===== src/rtl/instr_fetch.sv =====
// Instruction fetch unit: fetch PC, single-outstanding imem read handshake, 2-entry
// instruction FIFO, branch redirect and sticky halt. Optional macro FETCH_BYPASS_EN.
module instr_fetch #(
  parameter logic [31:0] RESET_PC = 32'h0000_0000
) (
  input  logic        clk,
  input  logic        rst_n,
  output logic        imem_req,
  output logic [31:0] imem_addr,
  input  logic        imem_ready,
  input  logic        imem_rvalid,
  input  logic [31:0] imem_rdata,
  output logic        instr_valid,
  output logic [31:0] instruction,
  output logic [31:0] instr_pc,
  input  logic        instr_ready,
  input  logic        redirect,
  input  logic [31:0] redirect_pc,
  input  logic        ill_instr,
  output logic        halted,
  output logic        fetch_err
);

  typedef enum logic [1:0] {ST_RUN, ST_WAIT, ST_HALT} state_e;

  state_e      state_q, state_d;
  logic [31:0] pc_q, pc_d;
  logic [31:0] req_pc_q, req_pc_d;
  logic        req_q, req_d;
  logic        discard_q, discard_d;
  logic        halted_q, halted_d;
  logic        err_q, err_d;
  logic        v0_q, v0_d, v1_q, v1_d;
  logic [31:0] i0_q, i0_d, p0_q, p0_d;
  logic [31:0] i1_q, i1_d, p1_q, p1_d;

  logic        accept;
  logic        push;
  logic        bypass;
  logic        out_valid;

`ifdef FETCH_BYPASS_EN
  // An accepted, non-discarded response goes straight to decode when the FIFO is empty.
  assign bypass      = (state_q == ST_WAIT) && imem_rvalid && !discard_q && !v0_q && !redirect;
  assign out_valid   = v0_q | bypass;
  assign instruction = v0_q ? i0_q : imem_rdata;
  assign instr_pc    = v0_q ? p0_q : req_pc_q;
`else
  assign bypass      = 1'b0;
  assign out_valid   = v0_q;
  assign instruction = i0_q;
  assign instr_pc    = p0_q;
`endif

  assign instr_valid = out_valid;
  assign imem_req    = req_q;
  assign imem_addr   = pc_q;
  assign halted      = halted_q;
  assign fetch_err   = err_q;
  assign accept      = (state_q == ST_RUN) && req_q && imem_ready;

  always_comb begin
    state_d   = state_q;
    pc_d      = pc_q;
    req_pc_d  = req_pc_q;
    discard_d = discard_q;
    halted_d  = halted_q;
    err_d     = err_q;
    v0_d      = v0_q;
    v1_d      = v1_q;
    i0_d      = i0_q;
    p0_d      = p0_q;
    i1_d      = i1_q;
    p1_d      = p1_q;
    push      = 1'b0;

    if (state_q == ST_HALT) begin
      state_d = ST_HALT;
    end else if (out_valid && ill_instr) begin
      state_d  = ST_HALT;
      halted_d = 1'b1;
      v0_d     = 1'b0;
      v1_d     = 1'b0;
    end else if (redirect) begin
      v0_d = 1'b0;
      v1_d = 1'b0;
      if (redirect_pc[1:0] != 2'b00) begin
        state_d  = ST_HALT;
        halted_d = 1'b1;
        err_d    = 1'b1;
      end else begin
        pc_d = redirect_pc;
        // The in-flight read (old or just accepted) belongs to the wrong path.
        if (state_q == ST_WAIT) begin
          if (imem_rvalid) begin
            state_d   = ST_RUN;
            discard_d = 1'b0;
          end else begin
            discard_d = 1'b1;
          end
        end else if (accept) begin
          state_d   = ST_WAIT;
          discard_d = 1'b1;
          req_pc_d  = pc_q;
        end
      end
    end else begin
      if (accept) begin
        pc_d     = pc_q + 32'd4;
        req_pc_d = pc_q;
        state_d  = ST_WAIT;
      end
      if ((state_q == ST_WAIT) && imem_rvalid) begin
        state_d   = ST_RUN;
        discard_d = 1'b0;
        push      = !discard_q && !(bypass && instr_ready);
      end
      if (v0_q && instr_ready) begin
        v0_d = v1_q;
        i0_d = i1_q;
        p0_d = p1_q;
        v1_d = 1'b0;
      end
      if (push) begin
        if (!v0_d) begin
          v0_d = 1'b1;
          i0_d = imem_rdata;
          p0_d = req_pc_q;
        end else begin
          v1_d = 1'b1;
          i1_d = imem_rdata;
          p1_d = req_pc_q;
        end
      end
    end

    // Request issue looks only at the settled state/occupancy of the next cycle.
    req_d = (state_d == ST_RUN) && !(v0_d && v1_d);
  end

  always_ff @(posedge clk or negedge rst_n) begin
    if (!rst_n) begin
      state_q   <= ST_RUN;
      pc_q      <= RESET_PC;
      req_pc_q  <= 32'd0;
      req_q     <= 1'b0;
      discard_q <= 1'b0;
      halted_q  <= 1'b0;
      err_q     <= 1'b0;
      v0_q      <= 1'b0;
      v1_q      <= 1'b0;
      i0_q      <= 32'd0;
      p0_q      <= 32'd0;
    end else begin
      state_q   <= state_d;
      pc_q      <= pc_d;
      req_pc_q  <= req_pc_d;
      req_q     <= req_d;
      discard_q <= discard_d;
      halted_q  <= halted_d;
      err_q     <= err_d;
      v0_q      <= v0_d;
      v1_q      <= v1_d;
      i0_q      <= i0_d;
      p0_q      <= p0_d;
    end
  end

  always_ff @(posedge clk) begin
    i1_q <= i1_d;
    p1_q <= p1_d;
  end

endmodule


===== config.mk =====
export PLATFORM = sky130hd
export DESIGN_NAME = instr_fetch
export DESIGN_NICKNAME = d
export VERILOG_FILES = /design/src/rtl/instr_fetch.sv
export SDC_FILE = /design/constraint.sdc
export NUM_CORES = 1
export LEC_CHECK = 0
export CAP_MARGIN = 20
export CORE_ASPECT_RATIO = 1.1
export CORE_MARGIN = 4
export CORE_UTILIZATION = 52
export CTS_CLUSTER_SIZE = 30
export DETAILED_ROUTE_END_ITERATION = 7
export PLACE_DENSITY = 0.8
export SLEW_MARGIN = 5
export SYNTH_ARGS = -nofsm -noshare
export SYNTH_HDL_FRONTEND = slang
export SYNTH_SLANG_ARGS = --single-unit

===== constraint.sdc =====
create_clock -name clk -period 5.87 [get_ports clk]
set_clock_uncertainty 0.05 [all_clocks]
set_input_delay 1.174 -clock clk [delete_from_list [all_inputs] [get_ports clk]]
set_output_delay 1.174 -clock clk [all_outputs]
set_load 0.03 [all_outputs]

==> metrics.md <==
| Metric | Value |
|---|---|
| Syn_area_per_cell | `~14 um^2` |
| Maxcap violations | `0` |
| Most common cell after layout, fill and taps aside | `clkdlybuf4s50_1` |
| Pin count of the biggest net entering global routing | `93` |
| Synth Register Bits | `200` |
| Core Area | `around 16000 um^2` |
| Commonest non-fill, non-tap cells in the layout | `169 x clkdlybuf4s50_1, 136 x dfrtp_1, 73 x o22ai_1` |
| Post-CTS Hold Fix Bufs | `0` |
| Net load switching power | `0.624 mW` |
| Initial DRC Count | `574` |
| Total iterations of the first detailed-routing run | `5` |
| Cts repair resizes | `0` |
| RR Startpoint | `state_q[0]$_DFF_PN0_` |
| Register Area | `5330 um^2` |
| Clk slew on worst S/H paths | `70 ps` |
| Bufs and invs on worst path | `2` |
| CTS Root Cell | `clkbuf_16` |
| RSZ-0062 raised after global routing | `no` |
| Max stage delay on crit path | `roughly 740 ps` |
| Adder-Cell Fraction of Synth Area | `0.144%` |
| Mux share of post-synthesis cell area | `under 10%` |
| Initial antenna violation count | `1` |
| Hold path startpoint | `req_pc_q[16]$_DFFE_PN0P_` |
| Tot GR Track Use | `24.1%` |
| CP arrival | `3640 ps` |
| Crit-path cells | `clkdlybuf4s50_1 -> and4bb_4 -> a21bo_4 -> nand3_2 -> buf_4 -> o22ai_1 -> a2bb2oi_2` |
| Number of global-route vias before repair | `6503` |
| Worst vdd rail ir drop | `0.232 mV` |
| Post-DP HPWL | `around 15000 um` |
| Area taken by multi-input logic gates | `3110 um^2` |
| Setup crit start kind | `input pin` |
| Top FF cell, synth | `dfrtp_1` |
| DR vias | `6397` |
| Post-synth EDFFs | `64` |
| Internal reg-to-reg setup slack | `roughly 3100 ps` |
| Routed len/inst | `around 22 um` |
| Die area | `18900 um^2` |
| Placed cell areas | `10500 um^2` |
| Register share of total power | `a little over half` |
| R2R depth | `6` |
| Hold path cells | `0` |
| Final Cell Area | `11000 um^2` |
| Register area share after synthesis | `between 60% and 70%` |
| LEAKAGE | `approximately 4.5 nW` |
| Worst slew pin tran | `about 1100 ps` |
| Hold/Removal Path Class | `flop to flop` |
| Clock share of power | `between 30% and 40%` |
| Asr flop ratio synth | `68.0%` |
| DRC viols | `0` |
| Layout cells sized above 1 | `17.3%` |
| Crit path max fanout | `44` |
| Unique masters post-synth | `67` |
| Postcts setup bufs | `0` |
| Syn. warnings | `0` |
| Fillcell total | `about 1.2k` |
| I/O Buffers | `170` |
| Endpoints failing setup | `0` |
| Power Dens Cells | `251 nW/um^2` |
| Critical Path RT | `6090 ps` |
| CTS tree | `done` |
| Type of the worst setup path | `input pin to flop` |
| Worst Hold Path EP | `p1_q[16]$_DFFE_PP_` |
| Area grow syn2layout | `26.6%` |
| GP Congestion | `between 0.8 and 0.9` |
| Final ANT Viol Nets | `0` |
| Crit path time final | `3420 ps` |
| First-pass GRT wire length | `36100 um` |
| Die Height | `~140 um` |
| Final #Nets | `863` |
| Internal cell power | `2.15 mW` |
| Pins Over Slew Limit | `0` |
| Gr ovfl total | `0` |
| Status | `completed` |
| Final Hold Viols | `0` |
| Setup_tns | `0 ps` |
| Row count | `between 40 and 50` |
| Post-Syn Area | `8710 um^2` |
| Clock sink total | `200` |
| Net count of the mapped netlist | `709` |
| Largest delay share family, worst path | `buffers and inverters` |
| Initial Utilization | `53.0%` |
| Clk buf depth | `2` |
| Die X | `about 130 um` |
| Relative slew margins | `between 20 and 30%` |
| Critical Path End Type | `flop` |
| Slowest-stage cell, CP | `nand3_2` |
| Num CTS Buffers | `17` |
| Vias/cell | `6.35` |
| Largest family of logic cells by synthesized area | `compound AO/OA/AOI/OAI gates` |
| R2r endpoint | `instr_pc[8]$_DFFE_PN0P_` |
| Combinational share of power | `between 7 and 8%` |
| Clk_lat worst skew | `roughly 430 ps` |
| F_max | `between 200 and 300 MHz` |
| H-tree Lvls | `4` |
| Final critical-path share of the clock period | `58.2%` |
| IO Count | `171` |
| Synthesized instance count | `637` |
| Design Power | `roughly 2.8 mW` |
| Diode count | `0` |
| Compound-cell area share of the yosys netlist | `22.1%` |
| Final WL | `22600 um` |
| Post-synthesis xor/xnor area fraction | `0%` |
| Switching portion of total power | `between 20% and 30%` |
| Synth Area in Simple Gates | `8.46%` |
-- stage by stage --
stage / worst slack, ps / utilization [%] / hold WS (ps) / std cells
after floorplan: 782 / - / 390 / 637
after global placement: 2070 / 63.8 / 397 / 975
after detailed placement: 2000 / 63.8 / 411 / 975
after CTS: 2460 / 67.1 / 423 / 1007
after global routing: 2300 / 67.2 / 438 / 1008
final: 2450 / 67.2 / 424 / 1008
-- power groups by stage --
stage,logic (mW),clock network (mW),registers (mW)
final,0.201,1.09,1.49
after global routing,0.216,1.16,1.49
after CTS,0.202,1.10,1.48
after global placement,0.194,0,1.51
after floorplan,0.0489,0,1.54
after detailed placement,0.200,0,1.51
-- layer usage --
metal | wire length [um] | track usage (%) | vias up
met5 | 13 | 0 | -
met4 | 564 | 9.29 | 2
met3 | 1470 | 5.08 | 47
met2 | 11400 | 40.6 | 304
met1 | 9070 | 31.1 | 3226
li1 | - | - | 2818
-- final cells by class --
class                   count  area share [%]
inverters                   6           0.204
clock buffers              24            4.18
multi-input cells         386            28.2
flip-flops and latches    200            48.3
well taps                 204            2.31
repair buffers            180            16.1
clock inverters             8           0.680
-- registers in the layout (all words and copies together), names as in the netlist, 2 cells and up --
register     flops
i1_q            32
imem_addr       32
instr_pc        32
instruction     32
p1_q            32
req_pc_q        32
state_q          2
-- logic make-up (layout without fill, tap and decap cells) --
group                      Yosys count  after routing
AOI/OAI and AO/OA                  211            211
muxes                               38             38
adders and majority gates            1              1
and+or+nand+nor                    136            136
DFF                                200            200
buffers and inverters               51            218
-- synthesized netlist by cell type (11+ instances only) --
library cell	instances	share of area (%)
dfrtp_1	136	39
o22ai_1	73	5.2
edfxtp_1	64	22
a2bb2oi_2	60	10
nand2_1	35	1.5
buf_2	27	1.6
nor2_1	23	0.99
mux2_2	22	2.8
nand3_1	20	1.1
a21oi_1	19	1.1
nor3_1	11	0.63
-- worst max-delay path by stage --
stage / from / endpoint / slack, ps / depth (start not counted)
finish: imem_rvalid / instr_pc[8]$_DFFE_PN0P_ / 2450 / 7
global route: imem_rvalid / instr_pc[23]$_DFFE_PN0P_ / 2300 / 7
CTS: imem_rvalid / instr_pc[7]$_DFFE_PN0P_ / 2460 / 7
detailed placement: imem_rvalid / instr_pc[23]$_DFFE_PN0P_ / 2000 / 7
global placement: imem_rvalid / instr_pc[21]$_DFFE_PN0P_ / 2070 / 7
floorplan: ill_instr / i1_q[0]$_DFFE_PP_ / 780 / 6
Power figures use the tool's default switching activity.
